[src/rtl/jstk2_spi_master_pkg.sv]
// Shared types and constants for the PmodJSTK2 SPI master and its byte shifter.
package jstk2_pkg;

  typedef enum logic [2:0] {
    IDLE,
    SETUP,
    SHIFT,
    GAP,
    COOL
  } state_t;

  // Position of each field within a received frame, counted in bytes
  localparam int X_LO = 0;
  localparam int X_HI = 1;
  localparam int Y_LO = 2;
  localparam int Y_HI = 3;
  localparam int BTN  = 4;

  localparam int BTN_STICK   = 0;
  localparam int BTN_TRIGGER = 1;

  localparam logic [7:0] LED_CMD = 8'h84;

  typedef struct packed {
    logic [9:0] x_pos;
    logic [9:0] y_pos;
    logic [1:0] buttons;
  } jstk_pos_t;

endpackage

[src/rtl/jstk2_spi_master_byte_shifter.sv]
// One SPI mode-0 byte: MOSI changes at the start of each low phase, MISO is sampled
// in the last cycle of each high phase. byte_done is combinational so the caller can act on the final edge.
module spi_byte_shifter #(
  parameter int SCLK_HALF = 750
) (
  input  logic       clk,
  input  logic       rst,
  input  logic       load,
  input  logic [7:0] din,
  input  logic       miso,
  output logic       sclk,
  output logic       mosi,
  output logic       byte_done,
  output logic [7:0] rx_byte
);

  localparam int HW = (SCLK_HALF > 1) ? $clog2(SCLK_HALF) : 1;
  localparam logic [HW-1:0] HALF_LAST = HW'(SCLK_HALF - 1);

  logic          active;
  logic [HW-1:0] hcnt;
  logic [2:0]    bit_cnt;
  logic [7:0]    tx_sh;
  logic [6:0]    rx_sh;
  logic          half_end;

  assign half_end  = active && (hcnt == HALF_LAST);
  assign byte_done = half_end && sclk && (bit_cnt == 3'd7);
  assign rx_byte   = {rx_sh, miso};

  // tx_sh holds the bits still to be sent, next one in bit 7
  always_ff @(posedge clk or posedge rst) begin
    if (rst) begin
      active  <= 1'b0;
      hcnt    <= '0;
      bit_cnt <= '0;
      tx_sh   <= '0;
      rx_sh   <= '0;
      sclk    <= 1'b0;
      mosi    <= 1'b0;
    end else if (load) begin
      active  <= 1'b1;
      hcnt    <= '0;
      bit_cnt <= '0;
      tx_sh   <= {din[6:0], 1'b0};
      mosi    <= din[7];
      sclk    <= 1'b0;
    end else if (active) begin
      if (!half_end) begin
        hcnt <= hcnt + HW'(1);
      end else begin
        hcnt <= '0;
        if (!sclk) begin
          sclk <= 1'b1;
        end else begin
          sclk  <= 1'b0;
          rx_sh <= rx_byte[6:0];
          if (bit_cnt == 3'd7) begin
            active <= 1'b0;
            mosi   <= 1'b0;
          end else begin
            bit_cnt <= bit_cnt + 3'd1;
            mosi    <= tx_sh[7];
            tx_sh   <= {tx_sh[6:0], 1'b0};
          end
        end
      end
    end
  end

endmodule

[src/rtl/jstk2_spi_master.sv]
// PmodJSTK2 SPI master: sequences SS, setup/byte/frame gaps and decodes joystick frames.
// Optional macro JSTK2_AUTO_POLL_EN adds a free-running poll timer that requests frames.
module jstk2_spi_master #(
  parameter int SCLK_HALF     = 750,
  parameter int NBYTES        = 5,
  parameter int SS_SETUP_CYC  = 1500,
  parameter int BYTE_GAP_CYC  = 1000,
  parameter int FRAME_GAP_CYC = 2500,
  parameter int POLL_CYC      = 1_000_000
) (
  input  logic                clk,
  input  logic                rst,
  input  logic                start,
  input  logic [8*NBYTES-1:0] tx_data,
  input  logic                MISO,
  output logic                SS,
  output logic                SCLK,
  output logic                MOSI,
  output logic                busy,
  output logic                done,
  output logic [8*NBYTES-1:0] rx_data,
  output logic [9:0]          x_pos,
  output logic [9:0]          y_pos,
  output logic [1:0]          buttons
);

  import jstk2_pkg::*;

  if (NBYTES < 5) begin : g_chk_nbytes
    $error("jstk2_spi_master: NBYTES must be at least 5");
  end
  if (SCLK_HALF < 4) begin : g_chk_half
    $error("jstk2_spi_master: SCLK_HALF must be at least 4");
  end
  if (SS_SETUP_CYC < 1 || BYTE_GAP_CYC < 1 || FRAME_GAP_CYC < 1 || POLL_CYC < 1) begin : g_chk_cyc
    $error("jstk2_spi_master: cycle counts must be at least 1");
  end

  localparam int IDX_W = $clog2(NBYTES);
  localparam logic [IDX_W-1:0] LAST_IDX = IDX_W'(NBYTES - 1);
  localparam logic [31:0] SETUP_LAST = 32'(SS_SETUP_CYC - 1);
  localparam logic [31:0] GAP_LAST   = 32'(BYTE_GAP_CYC - 1);
  localparam logic [31:0] COOL_LAST  = 32'(FRAME_GAP_CYC - 1);

  state_t              state;
  logic [31:0]         cnt;
  logic [IDX_W-1:0]    byte_idx;
  logic [8*NBYTES-1:0] tx_buf;
  logic [8*NBYTES-1:0] rx_buf;
  logic [8*NBYTES-1:0] rx_next;
  logic                miso_meta;
  logic                miso_sync;
  logic                req;
  logic                load;
  logic [7:0]          din;
  logic                byte_done;
  logic [7:0]          rx_byte;
  jstk_pos_t           pos_next;

`ifdef JSTK2_AUTO_POLL_EN
  localparam logic [31:0] POLL_LAST = 32'(POLL_CYC - 1);
  logic [31:0] poll_cnt;
  logic        poll_tick;

  always_ff @(posedge clk or posedge rst) begin
    if (rst) begin
      poll_cnt <= '0;
    end else if (poll_cnt == POLL_LAST) begin
      poll_cnt <= '0;
    end else begin
      poll_cnt <= poll_cnt + 32'd1;
    end
  end

  assign poll_tick = (poll_cnt == POLL_LAST);
  assign req       = start | poll_tick;
`else
  assign req = start;
`endif

  always_ff @(posedge clk or posedge rst) begin
    if (rst) begin
      miso_meta <= 1'b0;
      miso_sync <= 1'b0;
    end else begin
      miso_meta <= MISO;
      miso_sync <= miso_meta;
    end
  end

  assign load = ((state == SETUP) && (cnt == SETUP_LAST)) ||
                ((state == GAP) && (cnt == GAP_LAST));
  assign din  = tx_buf[{byte_idx, 3'b000} +: 8];

  // Frame image including the byte finishing this cycle, so the last byte lands with done
  always_comb begin
    rx_next = rx_buf;
    rx_next[{byte_idx, 3'b000} +: 8] = rx_byte;
  end

  assign pos_next.x_pos   = {rx_next[8*X_HI +: 2], rx_next[8*X_LO +: 8]};
  assign pos_next.y_pos   = {rx_next[8*Y_HI +: 2], rx_next[8*Y_LO +: 8]};
  assign pos_next.buttons = {rx_next[8*BTN + BTN_TRIGGER], rx_next[8*BTN + BTN_STICK]};

  spi_byte_shifter #(
    .SCLK_HALF(SCLK_HALF)
  ) u_shifter (
    .clk      (clk),
    .rst      (rst),
    .load     (load),
    .din      (din),
    .miso     (miso_sync),
    .sclk     (SCLK),
    .mosi     (MOSI),
    .byte_done(byte_done),
    .rx_byte  (rx_byte)
  );

  always_ff @(posedge clk or posedge rst) begin
    if (rst) begin
      state    <= IDLE;
      cnt      <= '0;
      byte_idx <= '0;
      SS       <= 1'b1;
      busy     <= 1'b0;
      done     <= 1'b0;
      tx_buf   <= '0;
      rx_buf   <= '0;
      rx_data  <= '0;
      x_pos    <= '0;
      y_pos    <= '0;
      buttons  <= '0;
    end else begin
      done <= 1'b0;
      case (state)
        IDLE: begin
          if (req) begin
            tx_buf   <= tx_data;
            SS       <= 1'b0;
            busy     <= 1'b1;
            cnt      <= '0;
            byte_idx <= '0;
            state    <= SETUP;
          end
        end
        SETUP: begin
          if (cnt == SETUP_LAST) begin
            cnt   <= '0;
            state <= SHIFT;
          end else begin
            cnt <= cnt + 32'd1;
          end
        end
        SHIFT: begin
          if (byte_done) begin
            rx_buf <= rx_next;
            cnt    <= '0;
            if (byte_idx == LAST_IDX) begin
              SS      <= 1'b1;
              done    <= 1'b1;
              rx_data <= rx_next;
              x_pos   <= pos_next.x_pos;
              y_pos   <= pos_next.y_pos;
              buttons <= pos_next.buttons;
              state   <= COOL;
            end else begin
              byte_idx <= byte_idx + IDX_W'(1);
              state    <= GAP;
            end
          end
        end
        GAP: begin
          if (cnt == GAP_LAST) begin
            cnt   <= '0;
            state <= SHIFT;
          end else begin
            cnt <= cnt + 32'd1;
          end
        end
        COOL: begin
          if (cnt == COOL_LAST) begin
            cnt   <= '0;
            busy  <= 1'b0;
            state <= IDLE;
          end else begin
            cnt <= cnt + 32'd1;
          end
        end
        default: state <= IDLE;
      endcase
    end
  end

endmodule
[config.mk]
export PLATFORM = sky130hd
export DESIGN_NAME = jstk2_spi_master
export DESIGN_NICKNAME = d
export VERILOG_FILES = /design/src/rtl/jstk2_spi_master_pkg.sv /design/src/rtl/jstk2_spi_master_byte_shifter.sv /design/src/rtl/jstk2_spi_master.sv
export SDC_FILE = /design/constraint.sdc
export NUM_CORES = 1
export LEC_CHECK = 0
export BUFFER_PORTS_ARGS = -buffer_cell sky130_fd_sc_hd__buf_4
export CORE_MARGIN = 10
export CORE_UTILIZATION = 50
export DETAILED_ROUTE_END_ITERATION = 7
export GPL_TIMING_DRIVEN = 0
export PLACE_DENSITY = 0.73
export SLEW_MARGIN = 5
export SYNTH_ARGS = -nofsm -noshare
export SYNTH_HDL_FRONTEND = slang
export SYNTH_SLANG_ARGS = --single-unit
[constraint.sdc]
create_clock -name clk -period 6.45 [get_ports clk]
set_input_delay 1.29 -clock clk [delete_from_list [all_inputs] [get_ports clk]]
set_output_delay 1.29 -clock clk [all_outputs]
set_load 0.1 [all_outputs]
==> impl_metrics.xml <==
<?xml version="1.0" encoding="UTF-8"?>
<metrics>
  <group name="clock_tree">
    <metric name="max-clock-path-buffers" unit="">2</metric>
    <metric name="ctsRootBufferMaster" unit="">sky130_fd_sc_hd__clkbuf_16</metric>
    <metric name="clock_latency" unit="ps">440</metric>
    <metric name="post_cts.resized_instances" unit="">0</metric>
    <metric name="tritoncts" unit="">yes</metric>
    <metric name="number_of_buffers_added_by_the_clock_tree_synthesis_step" unit="">17</metric>
    <metric name="post_cts_buffers" unit="">0</metric>
    <metric name="cts_max_level" unit="">4</metric>
    <metric name="cts_num_sinks" unit="">193</metric>
    <metric name="hold_buffers" unit="">0</metric>
    <metric name="clk_pin_slew_worst_paths" unit="ps">70</metric>
  </group>
  <group name="critical_path">
    <metric name="max_stage_delay" unit="ps">530</metric>
    <metric name="kind_of_start_point_of_the_critical_path" unit="">flip-flop</metric>
    <metric name="crit-reg2reg-capture" unit="">rx_buf[36]</metric>
    <metric name="critical_path_cell_list" unit="">clkinv_1 -&gt; ha_1 -&gt; ha_1 -&gt; clkbuf_1 -&gt; o2111ai_1 -&gt; buf_1 -&gt; inv_1 -&gt; nand2_1 -&gt; mux2_2</metric>
    <metric name="timing_worst_setup_path_type" unit="">flip-flop to flip-flop</metric>
    <metric name="r2r.worst_path.cells" unit="">9</metric>
    <metric name="r2r-start" unit="">byte_idx[0]</metric>
    <metric name="cp_data_required_time" unit="ps">6770</metric>
    <metric name="worst_path_most_repeated_cell" unit="">sky130_fd_sc_hd__ha_1</metric>
    <metric name="setup_slack_of_the_worst_register_to_register_path" unit="ps">3270</metric>
    <metric name="slowest_cp_cell" unit="">sky130_fd_sc_hd__buf_1</metric>
    <metric name="crit_arrival" unit="ps">3500</metric>
    <metric name="critical_path_buf_inv_count" unit="">4</metric>
    <metric name="cpLargestDelayFamily" unit="">buffers and inverters</metric>
    <metric name="critical_path.endpoint_type" unit="">flip-flop</metric>
    <metric name="startpoint" unit="">byte_idx[0]</metric>
    <metric name="cp_max_fo" unit="">10</metric>
  </group>
  <group name="synthesis">
    <metric name="synth_commonest_cells" unit="">sky130_fd_sc_hd__dfrtp_1, sky130_fd_sc_hd__nand2_1, sky130_fd_sc_hd__o21ai_0</metric>
    <metric name="synth-seq-cells" unit="">193</metric>
    <metric name="synth_cell_type_count" unit="">63</metric>
    <metric name="synth_seq_area_share" unit="%">51.7</metric>
    <metric name="yosys_synthesis_warning_count" unit="">0</metric>
    <metric name="synth_top_area_share" unit="%">51.4</metric>
    <metric name="ys_async_sr_fraction" unit="%">100</metric>
    <metric name="post_synth_instance_area" unit="sq um">9350</metric>
    <metric name="syn-num-nets" unit="">991</metric>
    <metric name="synth-edff-count" unit="">0</metric>
    <metric name="synthTopCellsByArea" unit="">sky130_fd_sc_hd__dfrtp_1, sky130_fd_sc_hd__mux2_2, sky130_fd_sc_hd__o21ai_0, sky130_fd_sc_hd__nand2_1, sky130_fd_sc_hd__a21oi_1</metric>
    <metric name="synth-main-ff-cell" unit="">sky130_fd_sc_hd__dfrtp_1</metric>
    <metric name="synthCells" unit="">935</metric>
    <metric name="synthMostInstantiatedCell" unit="">sky130_fd_sc_hd__dfrtp_1</metric>
    <metric name="synth.avg_cell_area" unit="sq um">10.0</metric>
    <metric name="netlist.top_cell.by_area" unit="">sky130_fd_sc_hd__dfrtp_1</metric>
  </group>
  <group name="power_and_ir_drop">
    <metric name="ir_drop" unit="V">0.000189</metric>
    <metric name="power.leakage" unit="nW">5.34</metric>
    <metric name="p_sw" unit="W">0.000526</metric>
    <metric name="power.internal" unit="W">0.00187</metric>
    <metric name="p_seq_share" unit="%">50.6</metric>
    <metric name="swShare" unit="%">21.9</metric>
    <metric name="pwr_cell_area" unit="nW/um^2">214</metric>
    <metric name="p_clk_share" unit="%">47.3</metric>
    <metric name="power.combinational.fraction" unit="%">2.2</metric>
  </group>
  <group name="drt">
    <metric name="routed_via_density" unit="">5.54</metric>
    <metric name="post-route-drc-count" unit="">0</metric>
    <metric name="wl" unit="microns">22000</metric>
    <metric name="vias" unit="">7266</metric>
    <metric name="drt-pass1-iter-count" unit="">7</metric>
    <metric name="drt_iter0_markers" unit="">569</metric>
    <metric name="antenna_violating_nets_post_route" unit="">0</metric>
    <metric name="wl_per_cell" unit="microns">16.8</metric>
  </group>
  <group name="place">
    <metric name="placement.cell_area" unit="sq um">10600</metric>
    <metric name="preCtsSetupSlack" unit="ps">3320</metric>
    <metric name="place.detailed.hpwl" unit="microns">15600</metric>
    <metric name="gpl.final_weighted_congestion" unit="">0.847</metric>
    <metric name="port_buffers" unit="">110</metric>
  </group>
  <group name="floorplan">
    <metric name="die_area" unit="sq um">24600</metric>
    <metric name="num_io_pins" unit="">111</metric>
    <metric name="die_x" unit="microns">157</metric>
    <metric name="die_h" unit="microns">157</metric>
    <metric name="std_cell_rows" unit="">49</metric>
    <metric name="initial_core_util" unit="%">51.4</metric>
    <metric name="core_area" unit="sq um">18200</metric>
  </group>
  <group name="min_path">
    <metric name="worstHoldPathCells" unit="">0</metric>
    <metric name="worst_hold_path_type" unit="">flip-flop to flip-flop</metric>
    <metric name="hold_end" unit="">miso_sync</metric>
    <metric name="hold_path.startpoint" unit="">miso_meta</metric>
  </group>
  <group name="final_layout">
    <metric name="num-fill-cells" unit="">1501</metric>
    <metric name="seqCellArea" unit="sq um">4830</metric>
    <metric name="antennaDiodeCount" unit="">0</metric>
    <metric name="fin_nets" unit="">1125</metric>
    <metric name="area.growth.synth_to_final" unit="%">19.8</metric>
    <metric name="ratio_of_cells_with_drive_above_1_in_the_final_layout" unit="%">25.3</metric>
    <metric name="final_cell_area" unit="sq um">11200</metric>
    <metric name="multi_input_area" unit="sq um">4050</metric>
  </group>
  <group name="global_routing">
    <metric name="grt_pass1_wl" unit="microns">36200</metric>
    <metric name="grt_max_degree" unit="">40</metric>
    <metric name="grt_overflow" unit="">0</metric>
    <metric name="grt_pass1_vias" unit="">7217</metric>
    <metric name="antenna_violations_before_repair" unit="">1</metric>
    <metric name="grtUsageTotal" unit="%">18.0</metric>
  </group>
  <group name="status">
    <metric name="status" unit="">completed</metric>
  </group>
  <group name="sta">
    <metric name="timing.fmax" unit="GHz">0.314</metric>
    <metric name="holdWs" unit="ps">358</metric>
    <metric name="final_period_minus_worst_setup_slack" unit="ps">3180</metric>
    <metric name="timing_max_transition_violations_final" unit="">0</metric>
    <metric name="rsz0062_at_grt" unit="">no</metric>
    <metric name="finalSetupViolCount" unit="">0</metric>
    <metric name="timing.final.ws_setup" unit="ps">3270</metric>
    <metric name="max-slew-margin-rel" unit="%">45.6</metric>
    <metric name="setup_total_negative_slack" unit="ps">0</metric>
    <metric name="worst-slew-pin-transition" unit="ps">816</metric>
    <metric name="hold_viol_final" unit="">0</metric>
    <metric name="finalCritPeriodShare" unit="%">49.3</metric>
    <metric name="fin_worst_skew" unit="ps">8.03</metric>
  </group>
  <group name="run">
    <metric name="timing.max_cap.violations" unit="">0</metric>
  </group>
</metrics>
## layout by cell type, fill, tap and decap left out, drive strengths merged, types with 5 or more instances in the layout
| cell type | netlist | routed |
|---|---|---|
| nor4 | 15 | 15 |
| nand2 | 118 | 118 |
| clkinv | 1 | 5 |
| nor3 | 15 | 15 |
| nand3 | 37 | 37 |
| ha | 12 | 12 |
| mux2i | 32 | 32 |
| a21oi | 64 | 64 |
| a21o | 5 | 5 |
| o21ai | 101 | 101 |
| mux2 | 72 | 72 |
| xor2 | 10 | 10 |
| nand4 | 11 | 11 |
| and3 | 8 | 8 |
| inv | 15 | 20 |
| dfrtp | 192 | 192 |
| or3 | 9 | 9 |
| buf | 41 | 156 |
| clkbuf | 34 | 52 |
| nor2 | 84 | 84 |
| xnor2 | 9 | 9 |
## through the flow
| step | utilization [%] | total power (W) | instances |
|---|---|---|---|
| global route | 61.5 | 0.00247 | 1311 |
| finish | 61.5 | 0.00240 | 1311 |
| global placement | 57.5 | 0.00128 | 1274 |
| detailed placement | 58.0 | 0.00129 | 1279 |
| floorplan | - | 0.00125 | 935 |
| CTS | 61.5 | 0.00241 | 1311 |
## how the worst max path moves through the flow
stage / endpoint / depth (start not counted)
5_1_grt: rx_buf[34] / 9
3_5_place_dp: rx_buf[33] / 9
6_report: rx_buf[36] / 9
2_1_floorplan: busy / 1
3_3_place_gp: tx_buf[3] / 2
4_1_cts: rx_buf[36] / 9
## per-layer routing
metal / part of all wire, % / track usage [%]
met1: 45 / 23.6
met2: 49 / 29.0
met3: 5.0 / 3.73
met4: 1.0 / 6.11
met5: 0.091 / 0
## cell families (layout without fill, tap and decap cells)
logic type	after synthesis	after routing	share of synthesized area [%]
AO/OA/AOI/OAI	197	197	11.7
AND/OR/NAND/NOR	318	318	15.9
adder cells (fa/ha/maj)	12	12	1.61
buffers and inverters	91	238	5.00
multiplexers	105	105	12.3
flip-flops	193	193	51.7
XOR/XNOR	19	19	1.78
## worst reg2reg max path, delay by kind of cell, from the launching register on
family / cells / cell delay, ps
and+or+nand+nor: 1 / 290
adders and majority gates: 2 / 610
AOI/OAI and AO/OA: 1 / 170
DFF: 1 / 480
buffers and inverters: 4 / 1130
muxes: 1 / 390
## power by group through the flow
stage          Sequential, W  Clock [W]  Combinational (W)
4_1_cts              0.00121    0.00115          0.0000549
2_1_floorplan        0.00123          0          0.0000192
5_1_grt              0.00121    0.00120          0.0000595
3_5_place_dp         0.00123          0          0.0000547
3_3_place_gp         0.00124          0          0.0000468
6_report             0.00121    0.00113          0.0000525
## flip-flops by register name, indices dropped and copies added (netlist names), 3 cells and up
signal,flops
rx_buf,40
rx_data,40
tx_buf,40
cnt,32
u_shifter.hcnt,10
u_shifter.rx_sh,7
u_shifter.tx_sh,7
byte_idx,3
state,3
u_shifter.bit_cnt,3
## area by class of cell
| type | count | area share [%] |
|---|---|---|
| Clock buffer | 18 | 3.92 |
| Buffer | 75 | 3.64 |
| Timing Repair Buffer | 115 | 8.26 |
| Inverter | 16 | 0.570 |
| Clock inverter | 14 | 1.75 |
| Tap cell | 229 | 2.56 |
| Sequential cell | 193 | 43.1 |
| Multi-Input combinational cell | 651 | 36.2 |
Note: power is estimated with default switching activity, not from simulation.
